<file path="config.mk">
export PLATFORM = sky130hd
export DESIGN_NAME = game_engine_flat
export DESIGN_NICKNAME = d
export VERILOG_FILES = /design/src/rtl/game_pkg.sv /design/src/rtl/game_engine_if.sv /design/src/rtl/game_engine_win_detect.sv /design/src/rtl/game_engine.sv /design/src/flat_wrapper.sv
export SDC_FILE = /design/constraint.sdc
export NUM_CORES = 1
export LEC_CHECK = 0
export BUFFER_PORTS_ARGS = -buffer_cell sky130_fd_sc_hd__buf_2
export CAP_MARGIN = 0
export CELL_PAD_IN_SITES_DETAIL_PLACEMENT = 0
export CELL_PAD_IN_SITES_GLOBAL_PLACEMENT = 1
export CORE_UTILIZATION = 44
export CTS_CLUSTER_DIAMETER = 40
export DETAILED_ROUTE_END_ITERATION = 10
export PLACE_DENSITY_LB_ADDON = 0.2
export SYNTH_ARGS = -nofsm -noshare
export SYNTH_HDL_FRONTEND = slang
export SYNTH_SLANG_ARGS = --single-unit
export TNS_END_PERCENT = 20
</file>
<file path="constraint.sdc">
create_clock -name clock -period 12.2 [get_ports clock]
set_clock_uncertainty 0.05 [all_clocks]
set_input_delay 1.22 -clock clock [delete_from_list [all_inputs] [get_ports clock]]
set_output_delay 1.22 -clock clock [all_outputs]
set_load 0.02 [all_outputs]
</file>
<file path="src/rtl/game_pkg.sv">
// Shared types and width helpers for the N x N tic-tac-toe engine.
package game_pkg;

  typedef enum logic [1:0] {
    EMPTY  = 2'b00,
    PLAYER = 2'b01,
    CPU    = 2'b10
  } cell_t;

  typedef enum logic [1:0] {
    NONE  = 2'b00,
    P_WIN = 2'b01,
    C_WIN = 2'b10,
    DRAW  = 2'b11
  } winner_t;

  typedef enum logic [1:0] {
    P_TURN,
    C_TURN,
    CHECK,
    OVER
  } state_t;

  function automatic int idx_w(input int n);
    return $clog2(n * n);
  endfunction

  function automatic int cnt_w(input int n);
    return $clog2(n * n + 1);
  endfunction

  function automatic int rc_w(input int n);
    return $clog2(n);
  endfunction

endpackage

</file>
<file path="src/rtl/game_engine_if.sv">
// Move handshakes and board/status export between the engine and its clients.
interface game_engine_if #(
  parameter int N = 3
);
  import game_pkg::*;

  localparam int C     = N * N;
  localparam int IDX_W = idx_w(N);
  localparam int CNT_W = cnt_w(N);

  logic             mode;
  logic             new_game;
  logic             move_valid;
  logic [IDX_W-1:0] move_pos;
  logic             move_ready;
  logic             cpu_valid;
  logic [IDX_W-1:0] cpu_pos;
  logic             cpu_ready;
  logic [2*C-1:0]   board;
  logic             turn;
  logic             game_over;
  logic [1:0]       winner;
  logic             illegal;
  logic [CNT_W-1:0] move_count;

  modport master (
    output mode, new_game, move_valid, move_pos, cpu_valid, cpu_pos,
    input  move_ready, cpu_ready, board, turn, game_over, winner, illegal, move_count
  );

  modport slave (
    input  mode, new_game, move_valid, move_pos, cpu_valid, cpu_pos,
    output move_ready, cpu_ready, board, turn, game_over, winner, illegal, move_count
  );

endinterface

</file>
<file path="src/rtl/game_engine_win_detect.sv">
// Combinational line check: does the mark at (row, col) complete its row,
// column or either diagonal.
module win_detect #(
  parameter int N = 3
) (
  input  logic [2*N*N-1:0]     board,
  input  logic [1:0]           mark,
  input  logic [$clog2(N)-1:0] row,
  input  logic [$clog2(N)-1:0] col,
  output logic                 win
);

  logic [1:0] cells [N][N];
  logic       row_hit;
  logic       col_hit;
  logic       dia_hit;
  logic       anti_hit;

  genvar gi, gj;
  generate
    for (gi = 0; gi < N; gi++) begin : g_row
      for (gj = 0; gj < N; gj++) begin : g_col
        assign cells[gi][gj] = board[2*(gi*N+gj) +: 2];
      end
    end
  endgenerate

  // Diagonals only count when the placed cell actually lies on them.
  always_comb begin
    row_hit  = 1'b1;
    col_hit  = 1'b1;
    dia_hit  = (row == col);
    anti_hit = ((int'(row) + int'(col)) == (N - 1));
    for (int k = 0; k < N; k++) begin
      if (cells[row][k] != mark)     row_hit  = 1'b0;
      if (cells[k][col] != mark)     col_hit  = 1'b0;
      if (cells[k][k] != mark)       dia_hit  = 1'b0;
      if (cells[k][N-1-k] != mark)   anti_hit = 1'b0;
    end
    win = row_hit | col_hit | dia_hit | anti_hit;
  end

endmodule

</file>
<file path="src/rtl/game_engine.sv">
// Turn controller: arbitrates player/CPU moves, rejects illegal ones and
// resolves wins and draws one cycle after each accepted move.
module game_engine
  import game_pkg::*;
#(
  parameter int N     = 3,
  parameter bit FIRST = 1'b0
) (
  input  logic          clock,
  input  logic          reset,
  game_engine_if.slave  bus
);

  localparam int C     = N * N;
  localparam int IDX_W = idx_w(N);
  localparam int CNT_W = cnt_w(N);
  localparam int RC_W  = rc_w(N);

  localparam logic [IDX_W:0]   C_EXT = (IDX_W+1)'(C);
  localparam logic [CNT_W-1:0] C_CNT = CNT_W'(C);
  localparam state_t FIRST_STATE     = FIRST ? C_TURN : P_TURN;

  state_t           state_q, state_d;
  logic [2*C-1:0]   board_q, board_d;
  logic [CNT_W-1:0] count_q, count_d;
  winner_t          winner_q, winner_d;
  logic             illegal_q, illegal_d;
  logic             mover_q, mover_d;
  logic [IDX_W-1:0] last_pos_q, last_pos_d;

  logic             move_rdy;
  logic             cpu_rdy;
  logic             take;
  logic             take_side;
  logic [IDX_W-1:0] take_pos;
  logic [1:0]       take_mark;
  logic [C-1:0]     sel;
  logic [C-1:0]     busy;
  logic             in_range;
  logic             legal;
  logic [1:0]       check_mark;
  logic [RC_W-1:0]  chk_row;
  logic [RC_W-1:0]  chk_col;
  logic             line_win;

  // In PvP mode the second human also drives move_*, so cpu_* is shut out.
  assign move_rdy  = (state_q == P_TURN) || ((state_q == C_TURN) && bus.mode);
  assign cpu_rdy   = (state_q == C_TURN) && !bus.mode;
  assign take      = (move_rdy && bus.move_valid) || (cpu_rdy && bus.cpu_valid);
  assign take_side = (state_q == C_TURN);
  assign take_pos  = cpu_rdy ? bus.cpu_pos : bus.move_pos;
  assign take_mark = take_side ? CPU : PLAYER;

  genvar gi;
  generate
    for (gi = 0; gi < C; gi++) begin : g_cell
      assign sel[gi]  = ({1'b0, take_pos} == (IDX_W+1)'(gi));
      assign busy[gi] = |board_q[2*gi +: 2];
    end
  endgenerate

  assign in_range = ({1'b0, take_pos} < C_EXT);
  assign legal    = in_range && !(|(sel & busy));

  assign check_mark = mover_q ? CPU : PLAYER;

  always_comb begin
    chk_row = RC_W'(int'(last_pos_q) / N);
    chk_col = RC_W'(int'(last_pos_q) % N);
  end

  win_detect #(.N(N)) u_win (
    .board (board_q),
    .mark  (check_mark),
    .row   (chk_row),
    .col   (chk_col),
    .win   (line_win)
  );

  always_ff @(posedge clock) begin
    if (reset) begin
      state_q    <= FIRST_STATE;
      board_q    <= '0;
      count_q    <= '0;
      winner_q   <= NONE;
      illegal_q  <= 1'b0;
      mover_q    <= FIRST;
      last_pos_q <= '0;
    end else begin
      state_q    <= state_d;
      board_q    <= board_d;
      count_q    <= count_d;
      winner_q   <= winner_d;
      illegal_q  <= illegal_d;
      mover_q    <= mover_d;
      last_pos_q <= last_pos_d;
    end
  end

  always_comb begin
    state_d    = state_q;
    board_d    = board_q;
    count_d    = count_q;
    winner_d   = winner_q;
    illegal_d  = 1'b0;
    mover_d    = mover_q;
    last_pos_d = last_pos_q;
    unique case (state_q)
      P_TURN, C_TURN: begin
        if (take) begin
          if (legal) begin
            for (int i = 0; i < C; i++) begin
              if (sel[i]) board_d[2*i +: 2] = take_mark;
            end
            count_d    = count_q + CNT_W'(1);
            mover_d    = take_side;
            last_pos_d = take_pos;
            state_d    = CHECK;
          end else begin
            illegal_d = 1'b1;
          end
        end
      end
      // A line win on the final cell outranks the draw.
      CHECK: begin
        if (line_win) begin
          winner_d = mover_q ? C_WIN : P_WIN;
          state_d  = OVER;
        end else if (count_q == C_CNT) begin
          winner_d = DRAW;
          state_d  = OVER;
        end else begin
          state_d = mover_q ? P_TURN : C_TURN;
        end
      end
      OVER: begin
        if (bus.new_game) begin
          board_d  = '0;
          count_d  = '0;
          winner_d = NONE;
          state_d  = FIRST_STATE;
        end
      end
      default: state_d = FIRST_STATE;
    endcase
  end

  always_comb begin
    unique case (state_q)
      P_TURN:  bus.turn = 1'b0;
      C_TURN:  bus.turn = 1'b1;
      default: bus.turn = mover_q;
    endcase
  end

  assign bus.move_ready = move_rdy;
  assign bus.cpu_ready  = cpu_rdy;
  assign bus.board      = board_q;
  assign bus.game_over  = (state_q == OVER);
  assign bus.winner     = winner_q;
  assign bus.illegal    = illegal_q;
  assign bus.move_count = count_q;

endmodule

</file>
<file path="src/flat_wrapper.sv">
// flat-port wrapper written by rule: the top's interface ports become plain ports
module game_engine_flat import game_pkg::*;
#(
  parameter int N     = 3,
  parameter bit FIRST = 1'b0
)
  (clock, reset, bus_mode, bus_new_game, bus_move_valid, bus_move_pos, bus_cpu_valid, bus_cpu_pos, bus_move_ready, bus_cpu_ready, bus_board, bus_turn, bus_game_over, bus_winner, bus_illegal, bus_move_count);
  game_engine_if #(.N(N)) bus_i ();
  input  logic clock;
  input  logic reset;
  input wire logic [$bits(bus_i.mode)-1:0] bus_mode;
  input wire logic [$bits(bus_i.new_game)-1:0] bus_new_game;
  input wire logic [$bits(bus_i.move_valid)-1:0] bus_move_valid;
  input wire logic [$bits(bus_i.move_pos)-1:0] bus_move_pos;
  input wire logic [$bits(bus_i.cpu_valid)-1:0] bus_cpu_valid;
  input wire logic [$bits(bus_i.cpu_pos)-1:0] bus_cpu_pos;
  output wire logic [$bits(bus_i.move_ready)-1:0] bus_move_ready;
  output wire logic [$bits(bus_i.cpu_ready)-1:0] bus_cpu_ready;
  output wire logic [$bits(bus_i.board)-1:0] bus_board;
  output wire logic [$bits(bus_i.turn)-1:0] bus_turn;
  output wire logic [$bits(bus_i.game_over)-1:0] bus_game_over;
  output wire logic [$bits(bus_i.winner)-1:0] bus_winner;
  output wire logic [$bits(bus_i.illegal)-1:0] bus_illegal;
  output wire logic [$bits(bus_i.move_count)-1:0] bus_move_count;
  assign bus_i.mode = bus_mode;
  assign bus_i.new_game = bus_new_game;
  assign bus_i.move_valid = bus_move_valid;
  assign bus_i.move_pos = bus_move_pos;
  assign bus_i.cpu_valid = bus_cpu_valid;
  assign bus_i.cpu_pos = bus_cpu_pos;
  assign bus_move_ready = bus_i.move_ready;
  assign bus_cpu_ready = bus_i.cpu_ready;
  assign bus_board = bus_i.board;
  assign bus_turn = bus_i.turn;
  assign bus_game_over = bus_i.game_over;
  assign bus_winner = bus_i.winner;
  assign bus_illegal = bus_i.illegal;
  assign bus_move_count = bus_i.move_count;
  game_engine #(.N(N), .FIRST(FIRST)) u_core (.clock(clock), .reset(reset), .bus(bus_i));
endmodule
</file>
==> results.py <==
metrics = {
    "clocking": {
        "cts.sinks": 32,
        "clock_path_buffers": 2,
        "cts.repair.resized": 0,
        "cts.clk_slew.worst_paths_ns": 0.07,
        "cts_setup_buffers": 0,
        "cts_tree": "built",
        "clk_latency_ns": 0.29,
        "numCtsBuffers": 5,
        "cts_root_buffer": "clkbuf_8",
        "htree_levels": 2,
        "cts_hold_buf": 0,
    },
    "die": {
        "io_pins": 43,
        "core_area_um2": 5170,
        "rows": 26,
        "die_area_um2": 5730,
        "die_h_um": 75.7,
        "initial_core_util": 0.462,
        "chipWidth_um": 75.7,
    },
    "placement": {
        "numPortBuffers": 42,
        "gp_congestion": 0.912,
        "post-dp-hpwl_um": 5090,
        "post-place-ws_ns": 7.72,
        "placedCellCount": 403,
    },
    "setup_path": {
        "crit_family": "adder cells",
        "criticalPathCategory": "reg2reg",
        "crit_path_start_kind": "flip-flop",
        "critPathRequiredTime_ns": 12.37,
        "cp_slowest_cell": "fa_1",
        "path_max_fanout": 10,
        "path_cells": "nand2b_1 -> inv_1 -> ha_1 -> ha_1 -> inv_1 -> o2111ai_1 -> o21ai_0 -> ha_1 -> inv_1 -> o31ai_1 -> o21bai_1 -> mux2_2 -> fa_1 -> nor3b_1 -> a32oi_1 -> o211ai_1 -> o21ai_2 -> mux2i_1",
        "end_kind": "flip-flop",
        "slowest_delay_ns": 0.45,
        "arrival_ns": 4.50,
        "critPathBufInv": 3,
    },
    "grt": {
        "antenna_found_initial": 0,
        "grt_use_met2": 0.370,
        "grtUsageTotal": 0.255,
        "grt_pass1_wl_um": 10800,
        "busiest_layer": "met2",
        "grt_use_met3": 0.0476,
        "grt_pass1_vias": 2084,
        "grt_max_degree": 20,
        "use_met1": 0.368,
        "grt_overflow": 0,
    },
    "sta": {
        "setup_viol": 0,
        "rsz0062_at_grt": "no",
        "tightestPinTransition_ns": 1.21,
        "slew_violations": 0,
        "max_freq_ghz": 0.231,
        "slew_headroom": 0.183,
        "hold_viol": 0,
        "min_period_ns": 4.33,
        "timing.final.crit_share": 0.355,
        "finalSetupTns_ns": 0,
        "finalWorstSetupSlack_ns": 7.87,
    },
    "synthesis": {
        "synth_async_sr_flop_share": 0,
        "ys_ff_latch": 32,
        "yosysSeqAreaShare": 0.268,
        "syn-num-nets": 325,
        "synth.largest_area_cell": "dfxtp_1",
        "synth_cell_type_count": 60,
        "synth-edff-count": 0,
        "synth-simple-area-share": 0.292,
        "synth_compound_area_frac": 0.262,
        "ys_dominant_reg_cell": "dfxtp_1",
        "synth_fa_ha_area_frac": 0.0450,
        "muxShareOfSynthArea": 0.0744,
        "synth_xor_area_frac": 0.0110,
        "netlist_instances": 303,
        "synth.area.top_cells": "dfxtp_1 (27%), nor2_1 (7.5%), a21oi_1 (6.1%)",
        "yosys.area.top_type_share": 0.268,
        "postSynthAreaPerCell_um2": 7.88,
        "synth_area_um2": 2390,
        "yosys_warnings": 0,
        "synth_top_family_by_area": "simple AND/OR/NAND/NOR gates",
    },
    "cells_and_area": {
        "nets": 362,
        "fillCellCount": 520,
        "final-instance-count-excl-fill": 411,
        "areaGrowthSynthToFinish_pct": 14.8,
        "ff_latch_area_um2": 641,
        "n_antenna_cell": 0,
        "multi_input_area_um2": 1640,
        "drive_above_1_share": 0.208,
    },
    "power_and_ir_drop": {
        "ir_drop_v": 0.0000857,
        "power.leakage_nw": 1.08,
        "p_per_area_nw_per_um2": 98.8,
        "total_power_uw": 271,
    },
    "drt": {
        "post_drt_wl_per_cell_um": 16.4,
        "drt_iter0_drc": 215,
        "drc_errors": 0,
        "postRouteAntennaNets": 0,
        "dr.pass1.iters": 4,
        "vias": 2385,
        "wirelength_um": 6760,
        "viasPerCell": 5.80,
    },
    "job": {
        "cap_violations": 0,
    },
    "hold_path": {
        "hp-class": "reg2reg",
    },
    "outcome": {
        "status": "complete, no violations",
    },
}
cell usage after synthesis (all sizes together), types with 3 or more instances:
master and instances:
nor2 48, dfxtp 32, a21oi 29, inv 16
nand2b 14, nand2 12, o21ai 12, mux2i 11
clkbuf 7, ha 7, nor3b 7, a211oi 6
mux2 6, buf 5, nor3 5, o211ai 5
o22ai 5, o31ai 5, or2 5, a22oi 4
nand3b 4, nor2b 4, nor4 4, o2111ai 4
a21o 3, nand3 3, o21a 3, xor2 3
cell families (layout without fill, tap and decap cells):
family / after synthesis / count (layout)
adder cells (fa/ha/maj): 8 / 8
buffers and inverters: 28 / 66
AND/OR/NAND/NOR: 122 / 122
flip-flops: 32 / 32
AO/OA/AOI/OAI: 93 / 93
multiplexers: 17 / 17
XOR/XNOR: 3 / 3
through the flow:
stage / cell area, µm² / hold WS, ns / utilization
after detailed placement: 2630 / 0.408 / 0.509
after CTS: 2740 / 0.420 / 0.530
after floorplan: 2390 / 0.481 / -
after global placement: 2630 / 0.400 / 0.509
after global routing: 2740 / 0.457 / 0.530
final: 2740 / 0.419 / 0.530
final cells by class:
class	instances	area share
timing repair buffer	42	0.0767
tap	70	0.0319
clock buffer	6	0.0265
clock inverter	2	0.0128
sequential	32	0.234
multi-input combinational	243	0.597
inverter	16	0.0219
cells in the final DEF (no fill, tap or decap), types with 3 or more instances in the layout:
master / Yosys / final
nand3b_1: 4 / 4
a21oi_1: 29 / 29
nand3_1: 3 / 3
nor3b_1: 6 / 6
nor4_1: 3 / 3
a211oi_1: 6 / 6
ha_1: 7 / 7
dfxtp_1: 32 / 32
buf_2: 3 / 42
o21ai_2: 3 / 3
o2111ai_1: 4 / 4
xor2_1: 3 / 3
o211ai_1: 5 / 5
nor3_1: 4 / 4
a22oi_1: 4 / 4
nand2b_1: 14 / 14
inv_1: 16 / 16
o21a_1: 3 / 3
nor2b_1: 4 / 4
o22ai_1: 5 / 5
mux2_2: 6 / 6
or2_2: 5 / 5
mux2i_1: 11 / 11
o21ai_0: 8 / 8
clkbuf_8: 0 / 5
a21o_1: 3 / 3
nand2_1: 12 / 12
nor2_1: 48 / 48
o31ai_1: 5 / 5
sequential cells by signal (all words and copies together) (netlist names):
register and cells:
u_core.bus.move_count 4, u_core.bus.illegal 1, u_core.last_pos_q 4, u_core.bus.board 18
u_core.mover_q 1, u_core.state_q 2, u_core.bus.winner 2
per-layer routing:
layer | vias up | wire [µm]
li1 | 1194 | -
met3 | 8 | 407
met2 | 77 | 2940
met4 | 0 | 96
met1 | 1106 | 3310
met5 | - | 0
where the power goes:
part / internal [mW] / switching [mW]
clock network: 0.0606 / 0.0413
logic: 0.0212 / 0.0322
registers: 0.108 / 0.00741
final timing paths:
check	from	end	slack, ns	depth (start not counted)
max	u_core.last_pos_q[3]	u_core.bus.winner[1]	7.87	18
min	u_core.bus.winner[1]	u_core.bus.winner[1]	0.42	2
max reg2reg	u_core.last_pos_q[3]	u_core.bus.winner[1]	7.87	18
min reg2reg	u_core.bus.winner[1]	u_core.bus.winner[1]	0.42	2
worst min-delay path: stages (launching register included):
cell	delay [ns]
dfxtp_1	0.31
nand2_1	0.05
mux2i_1	0.06
No activity file was read; power rests on OpenSTA's default activity.
